--- src/rtl/gpio_bank.sv ---
// gpio_bank: parametrised GPIO bank between the core register bus and the pads.
//
// Each pin has an enable and a direction bit. The pad signals are split into
// pad_in, pad_out and pad_oe, so the block never drives a bidirectional net.
// Every input passes through a synchroniser. Rising and falling edges on enabled
// input pins can set write-1-to-clear pending bits, and irq is the OR of those bits.
//
// Ports
//   clk      in   1      system clock, all logic on posedge
//   rst      in   1      synchronous reset, active-high
//   wr_en    in   1      register write strobe, one cycle per write
//   rd_en    in   1      register read strobe
//   addr     in   3      register index (all 8 decoded)
//   wdata    in   WIDTH  write data
//   rdata    out  WIDTH  read data, registered, holds between reads
//   pad_in   in   WIDTH  raw asynchronous pad inputs
//   pad_out  out  WIDTH  pad output values (OUT & pad_oe)
//   pad_oe   out  WIDTH  pad output enables, 1 = drive (EN & ~DIR)
//   irq      out  1      OR of all pending bits, registered
//
// Register map
//   0 EN  rw   1 DIR rw (1 = input)   2 OUT rw   3 IN ro
//   4 RISE rw  5 FALL rw   6 PEND W1C   7 TGL wo (OUT ^= wdata, reads 0)

module gpio_bank #(
  parameter int WIDTH       = 8,
  parameter int SYNC_STAGES = 2
) (
  input  logic             clk,
  input  logic             rst,
  input  logic             wr_en,
  input  logic             rd_en,
  input  logic [2:0]       addr,
  input  logic [WIDTH-1:0] wdata,
  output logic [WIDTH-1:0] rdata,
  input  logic [WIDTH-1:0] pad_in,
  output logic [WIDTH-1:0] pad_out,
  output logic [WIDTH-1:0] pad_oe,
  output logic             irq
);

  typedef enum logic [2:0] {
    REG_EN   = 3'd0,
    REG_DIR  = 3'd1,
    REG_OUT  = 3'd2,
    REG_IN   = 3'd3,
    REG_RISE = 3'd4,
    REG_FALL = 3'd5,
    REG_PEND = 3'd6,
    REG_TGL  = 3'd7
  } reg_addr_e;

  logic [WIDTH-1:0] en_q;
  logic [WIDTH-1:0] dir_q;
  logic [WIDTH-1:0] out_q;
  logic [WIDTH-1:0] rise_q;
  logic [WIDTH-1:0] fall_q;
  logic [WIDTH-1:0] pend_q;

  // Synchroniser chain; the last stage is the synced pad value.
  logic [WIDTH-1:0] sync_q [SYNC_STAGES];
  logic [WIDTH-1:0] prev_q;
  logic [WIDTH-1:0] sync_val;

  logic [WIDTH-1:0] in_mask;
  logic [WIDTH-1:0] in_val;
  logic [WIDTH-1:0] rise_ev;
  logic [WIDTH-1:0] fall_ev;
  logic [WIDTH-1:0] w1c;
  logic [WIDTH-1:0] pend_next;
  logic [WIDTH-1:0] rd_mux;

  assign sync_val = sync_q[SYNC_STAGES-1];

  // Pad drive comes straight from the registers, so a write shows on the pads
  // in the cycle after its write edge.
  assign pad_oe  = en_q & ~dir_q;
  assign pad_out = out_q & pad_oe;

  // Input pins report the synced pad; output pins report what they drive.
  assign in_mask = en_q & dir_q;
  assign in_val  = (sync_val & in_mask) | (out_q & pad_oe);

  assign rise_ev = sync_val & ~prev_q & rise_q & in_mask;
  assign fall_ev = ~sync_val & prev_q & fall_q & in_mask;

  // A new edge is ORed in after the clear, so an edge landing on the same
  // cycle as a W1C of that bit leaves it set.
  assign w1c       = (wr_en && addr == REG_PEND) ? wdata : '0;
  assign pend_next = (pend_q & ~w1c) | rise_ev | fall_ev;

  // NOTE: every combinational output gets a default before the case so that no
  // path leaves it unassigned and a latch cannot be inferred.
  always_comb begin
    rd_mux = '0;
    case (addr)
      REG_EN:   rd_mux = en_q;
      REG_DIR:  rd_mux = dir_q;
      REG_OUT:  rd_mux = out_q;
      REG_IN:   rd_mux = in_val;
      REG_RISE: rd_mux = rise_q;
      REG_FALL: rd_mux = fall_q;
      REG_PEND: rd_mux = pend_q;
      REG_TGL:  rd_mux = '0;
      default:  rd_mux = '0;
    endcase
  end

  // NOTE: sequential state uses non-blocking assignments only, so every flop
  // samples pre-edge values; that is what makes a read alongside a write to the
  // same address return the old value.
  always_ff @(posedge clk) begin
    if (rst) begin
      en_q   <= '0;
      dir_q  <= '0;
      out_q  <= '0;
      rise_q <= '0;
      fall_q <= '0;
      pend_q <= '0;
      prev_q <= '0;
      rdata  <= '0;
      irq    <= 1'b0;
      // The synchroniser is cleared too, so sync and prev agree after reset
      // and no edge is seen from the zeroed history.
      for (int i = 0; i < SYNC_STAGES; i++) begin
        sync_q[i] <= '0;
      end
    end else begin
      sync_q[0] <= pad_in;
      for (int i = 1; i < SYNC_STAGES; i++) begin
        sync_q[i] <= sync_q[i-1];
      end
      prev_q <= sync_val;

      pend_q <= pend_next;
      irq    <= |pend_next;

      if (wr_en) begin
        case (addr)
          REG_EN:   en_q   <= wdata;
          REG_DIR:  dir_q  <= wdata;
          REG_OUT:  out_q  <= wdata;
          REG_RISE: rise_q <= wdata;
          REG_FALL: fall_q <= wdata;
          REG_TGL:  out_q  <= out_q ^ wdata;
          default:  ;  // IN is read-only; PEND is handled through w1c
        endcase
      end

      if (rd_en) begin
        rdata <= rd_mux;
      end
    end
  end

endmodule
--- config.mk ---
export PLATFORM = sky130hd
export DESIGN_NAME = gpio_bank
export DESIGN_NICKNAME = d
export VERILOG_FILES = /design/src/rtl/gpio_bank.sv
export SDC_FILE = /design/constraint.sdc
export NUM_CORES = 1
export LEC_CHECK = 0
export BUFFER_PORTS_ARGS = -buffer_cell sky130_fd_sc_hd__buf_2
export CORE_ASPECT_RATIO = 0.6
export CORE_UTILIZATION = 55
export CTS_CLUSTER_SIZE = 14
export DETAILED_ROUTE_END_ITERATION = 16
export MAX_ROUTING_LAYER = met4
export PLACE_DENSITY = 0.79
export SLEW_MARGIN = 30
export SYNTH_ARGS = -nofsm -noshare
export SYNTH_HDL_FRONTEND = slang
export SYNTH_SLANG_ARGS = --single-unit
export TNS_END_PERCENT = 5
--- constraint.sdc ---
create_clock -name clk -period 1.7 [get_ports clk]
set_input_delay 0.085 -clock clk [delete_from_list [all_inputs] [get_ports clk]]
set_output_delay 0.085 -clock clk [all_outputs]
set_load 0.01 [all_outputs]
* Word-level counts from Yosys, hierarchy flattened
Memories as Yosys holds them, arrays and structs flattened.
Index checks and enable logic that the tools add are counted.
** Word-level totals
- Bits in registers :: 65
- RAM bits :: 16
- Input bits :: 23
- Output and inout bits :: 25
- Memories :: 1
** Operators by class
- Eq/ne operators :: 7
- Mux-type cells :: 8
- Bitwise operators :: 21
- Reductions and logical operators :: 9
** Memories
- sync_q :: depth 2, bits a word 8, read ports 2, clocked after Yosys merged registers in 0, write ports 2, RTL line 61 : logic [WIDTH-1:0] sync_q [SYNC_STAGES];
** Operator list (count)
- $and A8 B8 Y8 :: 11
- $pmux W8 S8 :: 1
- $not A8 Y8 :: 4
- $mux W8 :: 3
- $or A8 B8 Y8 :: 3
- $pmux W8 S2 :: 1
- $eq A3 B3 Y1 const B :: 4
- $reduce_and A2 Y1 :: 5
- $reduce_or A8 Y1 :: 1
- $xor A8 B8 Y8 :: 1
- $eq A3 B2 Y1 const B :: 2
- $eq A3 B1 Y1 const B :: 1
- $logic_not A3 Y1 :: 1
- $mux W1 :: 3
- $or A1 B1 Y1 :: 2
- $reduce_bool A2 Y1 :: 1
- $logic_and A1 B1 Y1 :: 1

* Depth between registers and ports, before layout
Gate-level depths: netlist of run 1.
- Depth in word-level cells :: 8
- Depth in mapped cells :: 7
- Mapped depth without buffers :: 5

* Worst setup path before layout of run 1
OpenSTA, ideal clock, no wires.
- Path kind :: flip-flop to flip-flop
- Start point :: register dir_q[2]
- End point :: register rdata[2]
- Setup time :: 0.128 ns
- Data arrival time :: 1.314 ns
- Data required time :: 1.572 ns
- Slack :: 0.258 ns
- Cell stages (with the launch flop) :: 6
- Path buffers :: 0
- Period minus slack after synthesis :: 1.442 ns
- Cell sequence :: dfxtp_1 > mux2_2 > a32o_1 > a211oi_1 > o22ai_1 > nor2b_1
** Between the ends
- Longest elaborated chain between the ends :: 5
** Ends and longest elaborated chain
- start, declared :: RTL line 54 : logic [WIDTH-1:0] dir_q;
- start signal, assigned :: RTL line 141 : REG_DIR: dir_q <= wdata;
- $not A8 Y8 :: RTL line 77 : assign pad_oe = en_q & ~dir_q;
- $and A8 B8 Y8 :: RTL line 77
- $and A8 B8 Y8 :: RTL line 82 : assign in_val = (sync_val & in_mask) | (out_q & pad_oe);
- $or A8 B8 Y8 :: RTL line 82
- $pmux W8 S8 (*) :: RTL line 96 : case (addr)
- end signal, assigned :: RTL line 151 : rdata <= rd_mux;
- end, declared :: RTL line 35 : output logic [WIDTH-1:0] rdata,
Mark *: on every way between the ends. The rest lies on a longest branch, timed or not.
A chain may end at the register's enable or synchronous reset.

* Worst setup path after layout of run 1
- Start point :: register dir_q[3]
- End point :: register rdata[3]
Same word-level chain as after synthesis.

==> impl_metrics.prom, run 1 <==
# TYPE chip_impl_metric gauge
chip_impl_metric{name="grtUsageTotal",unit="%"} 31.26
chip_impl_metric{name="die_x",unit="µm"} 106.3
chip_impl_metric{name="met3WireLength",unit="mm"} 1.113
chip_impl_metric{name="synth_enable_flop_cells",unit=""} 0
chip_impl_info{name="ys.flop_type",value="sky130_fd_sc_hd__dfxtp_1"} 1
chip_impl_metric{name="die_h",unit="µm"} 64.56
chip_impl_metric{name="finalCritPeriodShare",unit="%"} 94.16
chip_impl_metric{name="hpwlAfterDp",unit="mm"} 6.755
chip_impl_metric{name="drc_errors",unit=""} 0
chip_impl_metric{name="post_synthesis_cell_count",unit=""} 419
chip_impl_metric{name="finish.net_count",unit=""} 520
chip_impl_info{name="outcome",value="finished clean"} 1
chip_impl_metric{name="gp_congestion",unit=""} 0.8821
chip_impl_metric{name="wirelength_met1",unit="mm"} 4.402
chip_impl_metric{name="layout.cells.non_filler",unit=""} 586
chip_impl_metric{name="cts_buffer_depth",unit=""} 2
chip_impl_metric{name="grt_start_max_net_pins",unit=""} 82
chip_impl_metric{name="cts_buffers",unit=""} 9
chip_impl_metric{name="dpl_cell_area",unit="µm²"} 4065
chip_impl_metric{name="sum_of_overflow_across_all_layers_after_global_routing",unit=""} 0
chip_impl_metric{name="placement_rows",unit=""} 22
chip_impl_metric{name="drt_pass1_iterations",unit=""} 5
chip_impl_metric{name="power_density",unit="nW/µm²"} 831.2
chip_impl_metric{name="layout.cell_area.non_filler",unit="µm²"} 4349
chip_impl_metric{name="initial_utilization",unit="%"} 57.92
chip_impl_metric{name="fin_hold_ws",unit="ns"} 0.01358
chip_impl_info{name="critPathKind",value="register to register"} 1
chip_impl_metric{name="tritoncts_num_sinks",unit=""} 81
chip_impl_metric{name="tightest_slew",unit="ns"} 0.4036
chip_impl_metric{name="fin_crit",unit="ns"} 1.601
chip_impl_metric{name="total_leakage_power",unit="nW"} 1.719
chip_impl_metric{name="critPathArrivalTime",unit="ns"} 1.86
chip_impl_info{name="yosys_top_cell_by_area",value="sky130_fd_sc_hd__dfxtp_1"} 1
chip_impl_metric{name="finalCoreUtilization",unit="%"} 70.22
chip_impl_info{name="unrepaired_setup_endpoints_after_global_routing",value="no"} 1
chip_impl_metric{name="async_flop_share",unit="%"} 0
chip_impl_metric{name="ys.warnings.count",unit=""} 0
chip_impl_metric{name="drt-wirelength-per-cell",unit="µm"} 16.77
chip_impl_info{name="yosys-top-cells-area",value="sky130_fd_sc_hd__dfxtp_1, sky130_fd_sc_hd__nand2_1, sky130_fd_sc_hd__nor2b_1"} 1
chip_impl_info{name="critical_path.startpoint_type",value="register"} 1
chip_impl_metric{name="viasPerCell",unit=""} 5.722
chip_impl_info{name="cts_root_buffer",value="sky130_fd_sc_hd__clkbuf_8"} 1
chip_impl_info{name="timing.critical_path.to_type",value="register"} 1
chip_impl_info{name="post-synth-top-count-cell",value="sky130_fd_sc_hd__dfxtp_1"} 1
chip_impl_metric{name="timing.final.setup_violations",unit=""} 0
chip_impl_metric{name="drv_slew",unit=""} 0
chip_impl_metric{name="die_area",unit="µm²"} 6860
chip_impl_metric{name="postRouteWirelength",unit="mm"} 9.827
chip_impl_metric{name="setup_ws",unit="ns"} 0.09925
chip_impl_metric{name="number_of_unique_standard_cell_types_used_by_synthesis",unit=""} 43
chip_impl_metric{name="synthesis.area_per_instance",unit="µm²"} 8.561
chip_impl_metric{name="critPathRequiredTime",unit="ns"} 1.95
chip_impl_metric{name="cts_setup_buffers",unit=""} 0
chip_impl_metric{name="htreeDepth",unit=""} 3
chip_impl_metric{name="max_freq",unit="MHz"} 624.7
chip_impl_metric{name="share_of_post_route_cells_with_drive_strength_above_1",unit="%"} 22.51
chip_impl_metric{name="final_hold_viol_count",unit=""} 0
chip_impl_metric{name="place_worst_setup_slack",unit="ns"} 0.1113
chip_impl_metric{name="post_synth_instance_area",unit="µm²"} 3587
chip_impl_info{name="post_synth_most_frequent_cells",value="sky130_fd_sc_hd__dfxtp_1, sky130_fd_sc_hd__nand2_1, sky130_fd_sc_hd__nor2b_1"} 1
chip_impl_metric{name="number_of_placed_instances_with_taps_included",unit=""} 559
chip_impl_metric{name="total_power",unit="mW"} 3.615
chip_impl_metric{name="drv.max_cap_violation_count",unit=""} 0
chip_impl_metric{name="synthDominantCellAreaShare",unit="%"} 45.20
chip_impl_metric{name="timing.clock.skew",unit="ns"} 0.009222
chip_impl_metric{name="fin_setup_tns",unit="ns"} 0
chip_impl_metric{name="core_area",unit="µm²"} 6193
chip_impl_metric{name="ir_drop",unit="mV"} 0.7671
chip_impl_metric{name="clk_latency",unit="ns"} 0.37
chip_impl_metric{name="drt_antenna_net_count",unit=""} 0
chip_impl_metric{name="worstPathMaxFanout",unit=""} 5
chip_impl_metric{name="clkSlewWorstSetupHoldPaths",unit="ns"} 0.08
chip_impl_metric{name="diodes",unit=""} 0
chip_impl_info{name="cts_tree",value="yes"} 1
chip_impl_metric{name="postSynthNetCount",unit=""} 442
chip_impl_metric{name="io_pins",unit=""} 48
chip_impl_info{name="highest-signal-layer",value="met4"} 1
chip_impl_metric{name="antenna_violations_before_repair",unit=""} 0
chip_impl_metric{name="place.port_buffers",unit=""} 47
chip_impl_metric{name="drt_iter0_drc",unit=""} 272
chip_impl_metric{name="vias",unit=""} 3353
chip_impl_info{name="hold_path_class",value="input pin to register"} 1
chip_impl_metric{name="via_count_of_the_first_global_routing_pass",unit=""} 3063
chip_impl_metric{name="syn2layout_area_growth",unit="%"} 21.24
chip_impl_metric{name="ys_seq_elements",unit=""} 81
chip_impl_metric{name="wire_length_of_the_first_global_routing_pass",unit="mm"} 15.66
chip_impl_metric{name="max_slew_margin",unit="%"} 73.09
chip_impl_metric{name="detailroute.wirelength.met2",unit="mm"} 4.206
chip_impl_metric{name="seq_area_frac_synth",unit="%"} 45.20
state kept, by name, summed over array words and instances, names as in the netlist:
register,count
dir_q,8
prev_q,8
out_q,8
rdata,8
en_q,8
fall_q,8
sync_q,16
irq,1
rise_q,8
pend_q,8
worst max-delay path: stages, from the launching register on:
cell and delay, ns:
sky130_fd_sc_hd__dfxtp_2 0.38, sky130_fd_sc_hd__mux2_2 0.34, sky130_fd_sc_hd__a32o_1 0.27, sky130_fd_sc_hd__a211oi_1 0.24, sky130_fd_sc_hd__o22ai_1 0.13, sky130_fd_sc_hd__nor2b_1 0.14
worst paths after layout:
kind | slack (ns) | to | cells after the start | from
worst min-delay path | 0.01 | fall_q[6] | 3 | wdata[6]
worst max register to register | 0.1 | rdata[3] | 5 | dir_q[3]
worst min register to register | 0.44 | sync_q[0][8] | 1 | sync_q[0][0]
worst max-delay path | 0.1 | rdata[3] | 5 | dir_q[3]
layout make-up:
class                      count  area, µm²
sequential                    81       1623
fill                         496       1844
clock buffer                  11      141.4
tap                           84      105.1
timing repair buffer          89      590.6
inverter                      10      37.54
multi-input combinational    306       1821
clock inverter                 5      31.28
where the power goes:
part           switching, mW  internal, mW  total [mW]
combinational          0.205         0.160       0.366
sequential            0.0392          1.95        1.99
clock                  0.697         0.565        1.26
total                  0.941          2.67        3.61
cells by family after synthesis:
family                    count (synthesis)  synth area share (%)
and+or+nand+nor                         190                 27.55
AOI/OAI and AO/OA                        97                 18.07
DFF                                      81                 45.20
buffers and inverters                    32                 4.046
muxes                                    10                 2.930
xor gates and xnor gates                  9                 2.198
layout by cell type, fill, tap and decap left out, drive strengths merged, types with 2 or more instances in the layout:
| master | instances |
|---|---|
| o211ai | 4 |
| o221ai | 4 |
| a32oi | 8 |
| nor2b | 45 |
| a21oi | 34 |
| and2b | 7 |
| nand3 | 3 |
| a32o | 4 |
| and3b | 2 |
| nor3 | 2 |
| buf | 78 |
| a22oi | 5 |
| mux2 | 4 |
| mux2i | 6 |
| clkinv | 4 |
| and4 | 3 |
| nand2b | 5 |
| xor2 | 9 |
| nand2 | 81 |
| dlygate4sd3 | 11 |
| clkbuf | 11 |
| o2bb2ai | 2 |
| o221a | 4 |
| dfxtp | 81 |
| inv | 10 |
| and2 | 9 |
| nand3b | 8 |
| o22ai | 6 |
| and3 | 2 |
| nor2 | 20 |
| a22o | 4 |
| o21ai | 17 |
| a211oi | 4 |
layer usage:
metal | vias to the layer above | global-route usage, %
met2 | 164 | 44.24
met1 | 1585 | 42.17
met4 | 0 | 8.507
li1 | 1595 | -
met5 | - | -
met3 | 9 | 10.87
timing repair:
action,4_1_cts,5_1_grt
gates resized for setup,0,1
setup endpoints to repair,0,1
hold buffers,11,0
hold endpoints to repair,13,0
(Power assumes the default switching activity.)
==> run 2, diff against run 1 <==
- ABC_AREA: not set -> 1
- PLACE_DENSITY: 0.79 -> 0.78
==> run 2 against run 1 <==
Against the previous run: first-iteration DRC count increased by 68%; worst hold slack improved by 0.016 ns; sequential power about the same; sequential cell count unchanged; clock-buffer cell count decreased by 2; setup slack improved by 0.23 ns; global-route usage increased by 0.29 points; sequential share of layout area decreased by 0.15 points; clock power increased by 48%; die area increased by 2.5%; critical path type is now register to primary output; critical endpoint is now pad_out[5]; largest power group unchanged.
==> impl_metrics.prom, run 2 <==
# TYPE chip_impl_metric gauge
chip_impl_metric{name="seq_area_frac_synth",unit="%"} 44.07
chip_impl_metric{name="timing.final.setup_violations",unit=""} 0
chip_impl_info{name="outcome",value="finished clean"} 1
chip_impl_info{name="timing.critical_path.to_type",value="primary output"} 1
chip_impl_metric{name="finalCritPeriodShare",unit="%"} 80.46
chip_impl_metric{name="die_area",unit="µm²"} 7032
chip_impl_metric{name="critical-path-max-stage-delay",unit="ns"} 0.42
chip_impl_metric{name="critPathArrivalTime",unit="ns"} 1.28
chip_impl_metric{name="post_synthesis_cell_count",unit=""} 551
chip_impl_metric{name="diodes",unit=""} 0
chip_impl_metric{name="wire_length_of_the_first_global_routing_pass",unit="mm"} 16.01
chip_impl_metric{name="clkSlewWorstSetupHoldPaths",unit="ns"} 0.09
chip_impl_metric{name="grtUsageTotal",unit="%"} 31.55
chip_impl_info{name="critPathKind",value="register to primary output"} 1
chip_impl_metric{name="grt_start_max_net_pins",unit=""} 42
chip_impl_metric{name="drt_iter0_drc",unit=""} 457
chip_impl_metric{name="share_of_post_route_cells_with_drive_strength_above_1",unit="%"} 14.29
chip_impl_metric{name="ys.warnings.count",unit=""} 0
chip_impl_metric{name="die_x",unit="µm"} 107.6
chip_impl_metric{name="fin_setup_tns",unit="ns"} 0
chip_impl_metric{name="hpwlAfterDp",unit="mm"} 6.813
chip_impl_metric{name="max_freq",unit="MHz"} 731.1
chip_impl_metric{name="cts_buffer_depth",unit=""} 2
chip_impl_metric{name="setup_ws",unit="ns"} 0.3323
chip_impl_metric{name="initial_utilization",unit="%"} 58.63
chip_impl_metric{name="max_slew_margin",unit="%"} 51.15
chip_impl_info{name="ys.flop_type",value="sky130_fd_sc_hd__dfxtp_1"} 1
chip_impl_info{name="yosys_top_cell_by_area",value="sky130_fd_sc_hd__dfxtp_1"} 1
chip_impl_metric{name="drt-wirelength-per-cell",unit="µm"} 13.93
chip_impl_metric{name="drv_slew",unit=""} 0
chip_impl_metric{name="gp_congestion",unit=""} 0.8996
chip_impl_info{name="cts_tree",value="yes"} 1
chip_impl_info{name="post_synth_most_frequent_cells",value="sky130_fd_sc_hd__nand2_1, sky130_fd_sc_hd__nor2_1, sky130_fd_sc_hd__dfxtp_1"} 1
chip_impl_metric{name="largest_register_ffs",unit=""} 16
chip_impl_metric{name="tightest_slew",unit="ns"} 0.7320
chip_impl_metric{name="clk_latency",unit="ns"} 0.38
chip_impl_metric{name="worstPathMaxFanout",unit=""} 4
chip_impl_metric{name="finish.net_count",unit=""} 634
chip_impl_metric{name="synthDominantCellAreaShare",unit="%"} 44.07
chip_impl_info{name="unrepaired_setup_endpoints_after_global_routing",value="no"} 1
chip_impl_metric{name="drv.max_cap_violation_count",unit=""} 0
chip_impl_metric{name="cell_count_of_the_worst_hold_path",unit=""} 3
chip_impl_info{name="critical_path.most_common_cell",value="sky130_fd_sc_hd__inv_1"} 1
chip_impl_info{name="yosys-top-cells-area",value="sky130_fd_sc_hd__dfxtp_1, sky130_fd_sc_hd__nand2_1, sky130_fd_sc_hd__nor2_1"} 1
chip_impl_metric{name="drc_errors",unit=""} 0
chip_impl_metric{name="viasPerCell",unit=""} 5.260
chip_impl_info{name="cts_root_buffer",value="sky130_fd_sc_hd__clkbuf_8"} 1
chip_impl_metric{name="async_flop_share",unit="%"} 0
chip_impl_metric{name="postRouteWirelength",unit="mm"} 9.754
chip_impl_metric{name="sum_of_overflow_across_all_layers_after_global_routing",unit=""} 0
chip_impl_metric{name="placement_rows",unit=""} 22
chip_impl_info{name="critical_path.startpoint_type",value="register"} 1
chip_impl_metric{name="drt_antenna_net_count",unit=""} 0
chip_impl_metric{name="io_pins",unit=""} 48
chip_impl_metric{name="syn2layout_area_growth",unit="%"} 18.57
chip_impl_metric{name="cts_buffers",unit=""} 9
chip_impl_metric{name="core_area",unit="µm²"} 6276
chip_impl_metric{name="timing.clock.skew",unit="ns"} 0.008914
chip_impl_metric{name="fin_crit",unit="ns"} 1.368
chip_impl_metric{name="worst_r2r_path_depth",unit=""} 8
chip_impl_metric{name="final_hold_viol_count",unit=""} 0
chip_impl_metric{name="postSynthNetCount",unit=""} 574
chip_impl_metric{name="power_density",unit="nW/µm²"} 966.4
chip_impl_metric{name="multiInputGateArea",unit="µm²"} 1662
chip_impl_metric{name="htreeDepth",unit=""} 3
chip_impl_metric{name="ir_drop",unit="mV"} 0.7639
chip_impl_metric{name="synth_enable_flop_cells",unit=""} 0
chip_impl_info{name="top_register",value="sync_q"} 1
chip_impl_info{name="post-synth-top-count-cell",value="sky130_fd_sc_hd__nand2_1"} 1
chip_impl_metric{name="tritoncts_num_sinks",unit=""} 81
chip_impl_metric{name="total_leakage_power",unit="nW"} 2.052
chip_impl_metric{name="drt_pass1_iterations",unit=""} 5
chip_impl_metric{name="fill_cells",unit=""} 525
chip_impl_metric{name="regArea",unit="µm²"} 1622
chip_impl_metric{name="vias",unit=""} 3682
chip_impl_info{name="crit_path_top_delay_cell",value="sky130_fd_sc_hd__dfxtp_1"} 1
chip_impl_metric{name="via_count_of_the_first_global_routing_pass",unit=""} 3303
chip_impl_metric{name="die_h",unit="µm"} 65.36
chip_impl_info{name="final_common_cell",value="sky130_fd_sc_hd__nand2_1"} 1
chip_impl_metric{name="antenna_violations_before_repair",unit=""} 0
chip_impl_metric{name="place.port_buffers",unit=""} 47
chip_impl_metric{name="ys_seq_elements",unit=""} 81
chip_impl_info{name="hold_path_class",value="input pin to register"} 1
chip_impl_metric{name="synthesis.area_per_instance",unit="µm²"} 6.678
chip_impl_metric{name="total_power",unit="mW"} 4.216
chip_impl_metric{name="post_synth_instance_area",unit="µm²"} 3680
chip_impl_info{name="final_cell_mix",value="sky130_fd_sc_hd__nand2_1, sky130_fd_sc_hd__nor2_1, sky130_fd_sc_hd__dfxtp_1"} 1
chip_impl_metric{name="place_worst_setup_slack",unit="ns"} 0.1042
chip_impl_metric{name="number_of_unique_standard_cell_types_used_by_synthesis",unit=""} 24
chip_impl_info{name="critical_path.cell_chain",value="inv_1 > nor2_1 > nand2_1 > inv_1 > buf_2"} 1
chip_impl_metric{name="critPathRequiredTime",unit="ns"} 1.62
[run 2: cell count changes after synthesis, sizes merged, moves of 21 or more]
cell | before | now
nor2 | 20 | 97
inv | 10 | 83
nor2b | 45 | 0
nand2 | 81 | 119
o21ai | 17 | 53
nand3 | 3 | 28
a21oi | 34 | 55
[run 2: metal layers]
metal / up-vias / GRT usage (%) / share of wire (%)
met3: 21 / 9.226 / 9.1
met2: 166 / 47.28 / 42
met5: - / - / 0
li1: 1863 / - / -
met1: 1632 / 41.10 / 46
met4: 0 / 10.10 / 2.2
[run 2: power breakdown]
part           leakage (nW)  switching (mW)  internal [mW]  total (mW)
clock                 0.130           0.743           1.13        1.87
sequential            0.660          0.0438           1.96        2.00
combinational          1.26           0.228          0.118       0.345
total                  2.05            1.01           3.20        4.22
[run 2: repair_timing]
action / 4_1_cts / 5_1_grt
hold buffers: 8 / 0
gates resized for setup: 0 / 0
setup buffers: 0 / 0
hold endpoints to repair: 8 / 0
[run 2: per-stage QoR]
| stage | instance area, µm² | utilization, % | hold slack (ns) | cells |
|---|---|---|---|---|
| 2_1_floorplan | 3680 | - | 0.1920 | 551 |
| 3_3_place_gp | 4018 | 64.02 | 0.2824 | 676 |
| 3_5_place_dp | 4018 | 64.02 | 0.2949 | 676 |
| 4_1_cts | 4363 | 69.52 | 0.02798 | 700 |
| 5_1_grt | 4363 | 69.52 | 0.04534 | 700 |
| 6_report | 4363 | 69.52 | 0.02974 | 700 |
[run 2: critical path: cells and delay by family, from the launching register on]
| kind | cells | cell delay, ns |
|---|---|---|
| flops | 1 | 0.42 |
| simple gates | 2 | 0.23 |
| buf+inv | 3 | 0.26 |
[run 2: worst paths after layout]
path                         to         start  slack, ns
hold / removal          en_q[6]      wdata[6]       0.03
hold reg to reg   sync_q[0][11]  sync_q[0][3]       0.40
setup / recovery     pad_out[5]       en_q[5]       0.33
setup reg to reg            irq      dir_q[2]       0.43
[run 2: cells by family (layout without fill, tap and decap cells)]
kind of cell | count (synthesis) | in the layout | synth area share, %
and+or+nand+nor | 255 | 255 | 28.94
AOI/OAI and AO/OA | 115 | 115 | 16.22
DFF | 81 | 81 | 44.07
buffers and inverters | 100 | 165 | 10.78
[run 2: final cells by class]
class / instances / share of cell area [%]
Clock buffer: 9 / 2.839
Inverter: 83 / 7.141
Sequential cell: 81 / 37.17
Clock inverter: 7 / 3.241
Tap cell: 84 / 2.409
Multi-Input combinational cell: 370 / 38.08
Timing Repair Buffer: 66 / 9.120
